===== src/rtl/monitor_decimator_if.sv =====
// Sample/publish bundle between the FOC sampler, the decimator and the UART monitor.
// The master drives samples and observes the averages; the decimator sits on the slave side.
interface monitor_decimator_if;
  logic               i_en;
  logic               i_clear;
  logic signed [15:0] i_val0;
  logic signed [15:0] i_val1;
  logic signed [15:0] i_val2;
  logic signed [15:0] i_val3;
  logic               o_en;
  logic signed [15:0] o_val0;
  logic signed [15:0] o_val1;
  logic signed [15:0] o_val2;
  logic signed [15:0] o_val3;
  logic        [7:0]  o_drop_cnt;

  modport master (
    output i_en, i_clear, i_val0, i_val1, i_val2, i_val3,
    input  o_en, o_val0, o_val1, o_val2, o_val3, o_drop_cnt
  );

  modport slave (
    input  i_en, i_clear, i_val0, i_val1, i_val2, i_val3,
    output o_en, o_val0, o_val1, o_val2, o_val3, o_drop_cnt
  );
endinterface


===== src/rtl/monitor_decimator.sv =====
// Four-channel box-car averager that throttles its publish pulses so the
// downstream UART monitor is never overrun; averages landing inside the gap are dropped.

module monitor_decimator_lane #(
  parameter int AVG_SHIFT = 4
) (
  input  logic               clk,
  input  logic               rst,
  input  logic               take,
  input  logic               first,
  input  logic               clr,
  input  logic signed [15:0] val,
  output logic signed [15:0] avg
);
  localparam int ACC_W = 16 + AVG_SHIFT;

  logic signed [ACC_W-1:0] acc;
  logic signed [ACC_W-1:0] sx;
  logic signed [ACC_W-1:0] base;
  logic signed [ACC_W-1:0] sum;

  // First sample of a block replaces the accumulator instead of adding to it.
  assign sx   = ACC_W'(val);
  assign base = first ? '0 : acc;
  assign sum  = base + sx;
  assign avg  = 16'(sum >>> AVG_SHIFT);

  always_ff @(posedge clk or posedge rst) begin
    if (rst)       acc <= '0;
    else if (clr)  acc <= '0;
    else if (take) acc <= sum;
  end
endmodule

module monitor_decimator #(
  parameter int AVG_SHIFT = 4,
  parameter int MIN_GAP   = 83328
) (
  input  logic                clk,
  input  logic                rst,
  monitor_decimator_if.slave  bus
);
  localparam int NUM_LANES = 4;
  localparam int SCNT_W    = (AVG_SHIFT > 0) ? AVG_SHIFT : 1;
  localparam int GAP_W     = (MIN_GAP > 1) ? $clog2(MIN_GAP) : 1;
  localparam logic [SCNT_W-1:0] SCNT_LAST = SCNT_W'((1 << AVG_SHIFT) - 1);
  localparam logic [GAP_W-1:0]  GAP_LOAD  = (MIN_GAP > 1) ? GAP_W'(MIN_GAP - 1) : '0;

  logic [NUM_LANES-1:0][15:0] vin;
  logic [NUM_LANES-1:0][15:0] avg;
  logic [NUM_LANES-1:0][15:0] o_val;
  logic [SCNT_W-1:0]          scnt;
  logic [GAP_W-1:0]           gap;
  logic [7:0]                 drop_cnt;
  logic                       o_en;
  logic                       take;
  logic                       first;
  logic                       last;

  assign vin   = {bus.i_val3, bus.i_val2, bus.i_val1, bus.i_val0};
  assign take  = bus.i_en & ~bus.i_clear;
  assign first = (scnt == '0);
  assign last  = (scnt == SCNT_LAST);

  for (genvar g = 0; g < NUM_LANES; g++) begin : g_lane
    monitor_decimator_lane #(.AVG_SHIFT(AVG_SHIFT)) u_lane (
      .clk   (clk),
      .rst   (rst),
      .take  (take),
      .first (first),
      .clr   (bus.i_clear),
      .val   (vin[g]),
      .avg   (avg[g])
    );
  end

  always_ff @(posedge clk or posedge rst) begin
    if (rst) begin
      scnt     <= '0;
      gap      <= '0;
      drop_cnt <= '0;
      o_en     <= 1'b0;
      o_val    <= '0;
    end else begin
      o_en <= 1'b0;
      if (gap != '0) gap <= gap - GAP_W'(1);
      if (bus.i_clear) begin
        scnt <= '0;
      end else if (bus.i_en) begin
        if (last) begin
          scnt <= '0;
          // Publish only when the gap window has expired; otherwise count the loss.
          if (gap == '0) begin
            o_val <= avg;
            o_en  <= 1'b1;
            gap   <= GAP_LOAD;
          end else if (drop_cnt != 8'hff) begin
            drop_cnt <= drop_cnt + 8'd1;
          end
        end else begin
          scnt <= scnt + SCNT_W'(1);
        end
      end
    end
  end

  assign bus.o_en       = o_en;
  assign bus.o_val0     = o_val[0];
  assign bus.o_val1     = o_val[1];
  assign bus.o_val2     = o_val[2];
  assign bus.o_val3     = o_val[3];
  assign bus.o_drop_cnt = drop_cnt;
endmodule

===== src/flat_wrapper.sv =====
// flat-port wrapper written by rule: the top's interface ports become plain ports
module monitor_decimator_flat 
#(
  parameter int AVG_SHIFT = 4,
  parameter int MIN_GAP   = 83328
)
  (clk, rst, bus_i_en, bus_i_clear, bus_i_val0, bus_i_val1, bus_i_val2, bus_i_val3, bus_o_en, bus_o_val0, bus_o_val1, bus_o_val2, bus_o_val3, bus_o_drop_cnt);
  monitor_decimator_if bus_i ();
  input  logic clk;
  input  logic rst;
  input wire logic [$bits(bus_i.i_en)-1:0] bus_i_en;
  input wire logic [$bits(bus_i.i_clear)-1:0] bus_i_clear;
  input wire logic [$bits(bus_i.i_val0)-1:0] bus_i_val0;
  input wire logic [$bits(bus_i.i_val1)-1:0] bus_i_val1;
  input wire logic [$bits(bus_i.i_val2)-1:0] bus_i_val2;
  input wire logic [$bits(bus_i.i_val3)-1:0] bus_i_val3;
  output wire logic [$bits(bus_i.o_en)-1:0] bus_o_en;
  output wire logic [$bits(bus_i.o_val0)-1:0] bus_o_val0;
  output wire logic [$bits(bus_i.o_val1)-1:0] bus_o_val1;
  output wire logic [$bits(bus_i.o_val2)-1:0] bus_o_val2;
  output wire logic [$bits(bus_i.o_val3)-1:0] bus_o_val3;
  output wire logic [$bits(bus_i.o_drop_cnt)-1:0] bus_o_drop_cnt;
  assign bus_i.i_en = bus_i_en;
  assign bus_i.i_clear = bus_i_clear;
  assign bus_i.i_val0 = bus_i_val0;
  assign bus_i.i_val1 = bus_i_val1;
  assign bus_i.i_val2 = bus_i_val2;
  assign bus_i.i_val3 = bus_i_val3;
  assign bus_o_en = bus_i.o_en;
  assign bus_o_val0 = bus_i.o_val0;
  assign bus_o_val1 = bus_i.o_val1;
  assign bus_o_val2 = bus_i.o_val2;
  assign bus_o_val3 = bus_i.o_val3;
  assign bus_o_drop_cnt = bus_i.o_drop_cnt;
  monitor_decimator #(.AVG_SHIFT(AVG_SHIFT), .MIN_GAP(MIN_GAP)) u_core (.clk(clk), .rst(rst), .bus(bus_i));
endmodule

===== config.mk =====
export PLATFORM = sky130hd
export DESIGN_NAME = monitor_decimator_flat
export DESIGN_NICKNAME = d
export VERILOG_FILES = /design/src/rtl/monitor_decimator_if.sv /design/src/rtl/monitor_decimator.sv /design/src/flat_wrapper.sv
export SDC_FILE = /design/constraint.sdc
export NUM_CORES = 1
export LEC_CHECK = 0
export CORE_MARGIN = 2
export CORE_UTILIZATION = 55
export DETAILED_ROUTE_END_ITERATION = 10
export GPL_ROUTABILITY_DRIVEN = 0
export HOLD_SLACK_MARGIN = 0.12
export PLACE_DENSITY = 0.85
export SETUP_SLACK_MARGIN = 0.5
export SYNTH_ARGS = -nofsm -noshare
export SYNTH_HDL_FRONTEND = slang
export SYNTH_HIERARCHICAL = 1
export SYNTH_SLANG_ARGS = --single-unit

===== constraint.sdc =====
create_clock -name clk -period 5.1 [get_ports clk]
set_input_delay 0.51 -clock clk [delete_from_list [all_inputs] [get_ports clk]]
set_output_delay 0.51 -clock clk [all_outputs]
set_load 0.02 [all_outputs]

==> qor.yml, run 1 <==
die_width_um: 153
use_met3: 0.0444
grt_busiest_layer: "met2"
setup-tns-final_ns: 0
io_buffers: 140
ir_drop_v: 0.000237
cts_tree: "yes"
fmax_ghz: 0.266
cts_resized: 0
cp_data_required_time_ns: 5.41
drcViolationCount: 0
yosysUniqueCellTypes: 87
grt_use_met2: 0.422
hold_buffers: 0
worstSetupPathType: "register to register"
vias: 9849
clkTransAtPathRegs_ns: 0.07
drt-pass1-iter-count: 5
initial_core_util: 0.558
routedWlPerCell_um: 16.5
rsz0062_at_grt: "no"
synth-edff-count: 0
synth_area_um2: 12100
grt_pass1_wl_um: 47000
crit_chain: "inv_1, ha_1, nor3b_2, buf_4, nor2_1, ha_1, nand2_2, o311a_1, a32oi_2, nor2_1, a211oi_2, xnor2_1, mux2_1"
cp-start-kind: "register"
cp_max_fo: 53
die_h_um: 153
grt_antenna_before_repair: 1
hold_start: "u_core/gap[16]"
grt_use_met1: 0.304
worstPathArrival_ns: 4.06
reg2reg_to: "u_core/bus.o_val3[15]"
clock_sinks: 174
status: "finished clean"
min_period_over_period: 0.737
total_power_uw: 3410
post_cts_buffers: 0
p_per_area_nw_per_um2: 238
ant_nets: 0
whs_path_depth: 1
netlist_instances: 1263
ys_seq_area_frac: 0.359
vias_per_cell: 5.88
r2r_setup_slack_ns: 1.34
clock_latency_ns: 0.43
grtUsageTotal: 0.241
ys.flop_type: "dfrtp_1"
ff2ff_path_depth: 13
grt_start_max_net_pins: 73
ys_ff_latch: 174
cpLargestDelayFamily: "compound AO/OA/AOI/OAI gates"
drv_slew: 0
ctsLongestPathBuffers: 2
fin_skew_ns: 0.0133
area_delta_synth_final_pct: 18.1
dp_hpwl_um: 19300
grt-ovfl-total: 0
num_rows: 54
r2r_start: "u_core/scnt[0]"
relSlewSlack: 0.269
worst_setup_path_end_kind: "register"
first_iter_violations: 459
worstMarginPinSlew_ns: 1.09
fillers: 1750
min_to: "u_core/gap[16]"
synth_nets: 1417
ys_warn_count: 6
avgSynthCellArea_um2: 9.61
hold_viol_final: 0
grt_pass1_vias: 10000
power.static_leakage_uw: 0.00657
final_nets: 1537
core-area_um2: 21800
crit_slowest_cell: "buf_4"
synth_async_sr_flop_share: 1.00
ios: 141
drive_above_1_share: 0.0897
critical_path_buf_inv_count: 2
cpPeakStageDelay_ns: 0.55
cap_violations: 0
cts_made_buffers: 17
hold_path.class: "register to register"
min_period_ns: 3.76
root_buffer: "clkbuf_16"
setup_viol: 0
drt-total-wl_um: 27600
h-tree-depth: 4
die-area_um2: 23300
power breakdown:
group / switching [uW] / internal (uW) / leakage (uW)
Sequential: 18.1 / 1420 / 0.00240
Clock: 557 / 850 / 0.000304
Combinational: 330 / 239 / 0.00387
through the flow:
step           setup WS [ns]  cells  utilization  cell area, um^2  hold WS (ns)
3_3_place_gp            1.51   1644        0.629            13700         0.466
6_report                1.34   1675        0.659            14300         0.478
4_1_cts                 1.33   1674        0.658            14300         0.480
3_5_place_dp            1.37   1644        0.629            13700         0.473
2_1_floorplan           1.36   1263            -            12100         0.445
5_1_grt                 1.10   1675        0.659            14300         0.506
cell families after synthesis:
logic type,share of synthesized area
buf+inv,0.0392
compound gates,0.154
simple gates,0.201
fa+ha+maj,0.0912
flops,0.359
xor+xnor,0.0534
mux,0.102
how the worst max path moves through the flow:
stage,endpoint,from,cells after the start
2_1_floorplan,u_core/bus.o_val0[15],u_core/scnt[0],15
3_3_place_gp,u_core/bus.o_val0[15],u_core/scnt[0],14
3_5_place_dp,u_core/bus.o_val1[15],u_core/scnt[0],14
4_1_cts,u_core/bus.o_val0[15],u_core/scnt[0],14
5_1_grt,u_core/bus.o_val1[15],u_core/scnt[0],14
6_report,u_core/bus.o_val3[15],u_core/scnt[0],13
state kept, by name (all words and copies together), names as in the netlist:
signal                    flops
u_core/bus.o_val3            16
u_core/bus.o_val0            16
u_core/gap                   17
u_core/bus.o_val2            16
u_core/g_lane.u_lane/acc     80
u_core/bus.o_en               1
u_core/bus.o_drop_cnt         8
u_core/scnt                   4
u_core/bus.o_val1            16
layout by cell type, fill, tap and decap left out, types with 7 or more instances in the layout:
cell             count
dfrtp_1            174
clkdlybuf4s50_1    139
nor2_1             119
nand2_1             82
ha_1                82
a21oi_1             81
nor2b_1             77
mux2i_1             50
xnor2_1             48
inv_1               44
mux2_1              40
nand3_1             34
nor3_1              28
o21ai_0             28
xor2_1              26
mux2_2              26
clkbuf_16           17
nand2b_1            17
o21a_1              16
nor3b_1             16
a211oi_1            14
a21o_1              14
nand4_1             11
buf_4               10
o21ai_1             10
o21bai_1             9
o211ai_1             8
and3_1               7
metal layers:
metal,part of all wire,up-vias,routed length (um)
met5,0,-,0
met4,0.019,0,519
met3,0.043,44,1190
met2,0.49,269,13500
met1,0.45,4767,12300
li1,-,4769,-
cell usage after synthesis (all sizes together), types with 10 or more instances:
cell type,count,area share
o21ai,40,0.017
nor2,119,0.037
mux2i,50,0.041
nand3,34,0.014
ha,82,0.085
a21oi,85,0.038
inv,46,0.014
buf,21,0.012
xor2,26,0.019
nand4,11,0.0057
a21o,14,0.0087
clkbuf,28,0.012
o21a,18,0.011
nand2,84,0.026
nand2b,17,0.0088
nor3b,17,0.011
nor2b,78,0.040
dfrtp,174,0.36
xnor2,48,0.035
mux2,66,0.061
nor3,29,0.013
a31o,10,0.0072
a211oi,20,0.015
area by class of cell:
type,instances,area [um^2],share of cell area
multi-input combinational,992,7320,0.511
sequential,174,4350,0.304
timing repair buffer,150,1490,0.104
clock buffer,19,453,0.0316
tap,280,350,0.0245
inverter,48,183,0.0127
clock inverter,11,181,0.0127
antenna,1,2.50,0.000175
Power figures use the tool's default switching activity.
==> inputs of run 2 (changes only) <==
==> constraint.sdc (replaced) <==
create_clock -name clk -period 3.73 [get_ports clk]
set_input_delay 0.373 -clock clk [delete_from_list [all_inputs] [get_ports clk]]
set_output_delay 0.373 -clock clk [all_outputs]
set_load 0.02 [all_outputs]
==> run 2 against run 1 <==
Clock-buffer cell count shrank 2. Combinational power grew 120%. First-iteration DRC count grew 140%. Critical path depth up 2. Worst hold slack worse by 0.0065 ns. Sequential power is 37% higher. Sequential share of layout area fell by 4.5 points. Design area grew 17%.
==> qor.yml, run 2 (synthesis gave the netlist of run 1 again) <==
grt_pass1_wl_um: 51600  # +9.9%
hold_path.class: "input port to register"
cts_tree: "yes"
rsz0062_at_grt: "yes"
die_h_um: 153  # unchanged
p_int_uw: 3420  # +36%
relSlewSlack: 0.379  # +0.110
min_period_over_period: 0.925  # +0.189
hold_viol_final: 0  # unchanged
hold_buffers: 0  # unchanged
power.static_leakage_uw: 0.00748  # +14%
placement.cell_area_um2: 13800  # +0.63%
dp_hpwl_um: 19800  # +2.6%
root_buffer: "clkbuf_16"
io_buffers: 140  # unchanged
place_inst: 1648  # +0.24%
vias_per_cell: 6.40  # +8.8%
cap_violations: 0  # unchanged
crit_chain: "inv_2, ha_4, nor3b_4, buf_6, clkbuf_16, nor2b_1, ha_1, a21oi_1, o21ai_0, o21ai_2, a21oi_2, o31ai_2, nor2b_4, xnor2_2, mux2_4"
ir_drop_v: 0.000256  # +7.9%
grt_pass1_vias: 10400  # +3.8%
initial_core_util: 0.558  # unchanged
cp-start-kind: "register"
clkTransAtPathRegs_ns: 0.08  # about the same
area_delta_synth_final_pct: 38.6
p_sw_frac: 0.314  # +0.0484
min_period_ns: 3.45  # -0.304 ns
final_common_cell: "dfrtp_1"
top_register: "u_core/g_lane.u_lane/acc"
setup_viol: 0  # unchanged
worstPathArrival_ns: 3.77  # -0.29 ns
fin_skew_ns: 0.0131  # -0.000237 ns
grt_start_max_net_pins: 68  # -6.8%
cts_made_buffers: 17  # unchanged
cpPeakStageDelay_ns: 0.40  # -0.15 ns
fin_area_um2: 16800  # +17%
final_nets: 1669  # +8.6%
fillers: 1243  # -29%
fmax_ghz: 0.290  # +8.8%
drv_slew: 0  # unchanged
cp_data_required_time_ns: 4.05  # -1.36 ns
largest_reg_flops: 80  # unchanged
drcViolationCount: 0  # unchanged
worstMarginPinSlew_ns: 0.930  # -0.164 ns
drt-total-wl_um: 39200  # +42%
ant_nets: 0  # unchanged
reg_top3: "u_core/g_lane.u_lane/acc: 80 flops, u_core/gap: 17 flops"
cp_max_fo: 6  # -89%
clock_latency_ns: 0.44  # about the same
crit_slowest_cell: "dfrtp_1"
grt-ovfl-total: 0  # unchanged
comb_power_share: 0.251  # +0.084
drt-pass1-iter-count: 6  # +1
status: "finished clean"
h-tree-depth: 4  # unchanged
die-area_um2: 23300  # unchanged
total_power_uw: 4990  # +46%
clkPwrFrac: 0.355  # -0.057
final_cell_mix: "174 x dfrtp_1, 139 x clkdlybuf4s50_1, 111 x buf_4"
num_rows: 54  # unchanged
p_per_area_nw_per_um2: 297  # +24%
clock_sinks: 174  # unchanged
hold_ws_ns: 0.471  # -0.00650 ns
worst_setup_path_end_kind: "register"
drive_above_1_share: 0.295  # +0.205
grt_antenna_before_repair: 1  # unchanged
worstSetupPathType: "register to register"
routedWlPerCell_um: 21.7  # +32%
core-area_um2: 21800  # unchanged
layout.cells.non_filler: 1809  # +8.0%
power.net_switching_uw: 1570  # +73%
ios: 141  # unchanged
setup-tns-final_ns: 0  # unchanged
die_width_um: 153  # unchanged
first_iter_violations: 1116  # +140%
power_frac_seq: 0.394  # -0.027
ctsLongestPathBuffers: 2  # unchanged
grtUsageTotal: 0.269  # +0.0285
vias: 11600  # +18%
run 2: cell count changes in the layout (fill, tap and decap cells not counted), sizes merged:
| cell | previous run | this run |
|---|---|---|
| inv | 50 | 55 |
| bufinv | 4 | 0 |
| clkinv | 3 | 6 |
| buf | 11 | 137 |
| clkbuf | 19 | 23 |
run 2: path summary, 6_finish.rpt:
| kind | start | endpoint | slack [ns] | cells past startpoint |
|---|---|---|---|---|
| max | u_core/scnt[0] | u_core/bus.o_val2[14] | 0.28 | 15 |
| min | bus_i_clear | u_core/g_lane[2].u_lane/acc[11] | 0.47 | 2 |
| max reg2reg | u_core/scnt[0] | u_core/bus.o_val2[14] | 0.28 | 15 |
| min reg2reg | u_core/bus.o_val2[9] | u_core/bus.o_val2[9] | 0.49 | 1 |
| max in group asynchronous | rst | u_core/bus.o_val2[2] | 2.49 | 3 |
| min in group asynchronous | rst | u_core/bus.o_val2[8] | 0.55 | 2 |
run 2: metal layers:
metal  routed length (um)  vias to the layer above  track usage
met5                    0                        -            0
met3                 2880                      168       0.0478
met4                 1880                        0        0.103
met2                19200                      733        0.445
met1                15200                     5627        0.356
li1                     -                     5046            -
run 2: power groups by stage:
stage | sequential [uW] | clock, uW | combinational, uW
after floorplan | 1990 | 0 | 568
after global placement | 2000 | 0 | 766
after detailed placement | 2000 | 0 | 790
after CTS | 1960 | 1790 | 945
after global routing | 1970 | 1870 | 1310
final | 1970 | 1770 | 1250
run 2: area by class of cell:
cell class                 instances  area [um^2]  area share
antenna                            1         2.50    0.000149
tap                              280          350      0.0208
clock inverter                    15          146     0.00870
multi-input combinational        992         8530       0.507
sequential                       174         4350       0.259
clock buffer                      17          425      0.0253
timing repair buffer             282         2830       0.168
inverter                          48          183      0.0109
run 2: worst max-delay path: cells and delay by family (launching register included):
kind            cells  cell delay (ns)
compound gates      5             1.10
xor+xnor            1             0.08
fa+ha+maj           2             0.50
buf+inv             3             0.45
flops               1             0.40
mux                 1             0.26
simple gates        3             0.52
run 2: through the flow:
stage / setup WS [ns] / util
floorplan: 0.449 / -
global placement: 0.360 / 0.633
detailed placement: 0.207 / 0.633
CTS: 0.441 / 0.701
global route: 0.0981 / 0.773
finish: 0.278 / 0.773
run 2: repair_timing:
action | CTS | global route
resized for setup | 95 | 186
endpoints found under the setup margin | 35 | 73
gates cloned | 4 | 6
pin swaps | 70 | 137
buffers inserted | 51 | 67
==> inputs of run 3 (changes only) <==
==> constraint.sdc (replaced) <==
create_clock -name clk -period 3.73 [get_ports clk]
set_input_delay 0.373 -clock clk [delete_from_list [all_inputs] [get_ports clk]]
set_output_delay 0.373 -clock clk [all_outputs]
set_load 0.005 [all_outputs]
==> results of run 3 <==
No change in the layout: final DEF, timing and power equal those of run 2.
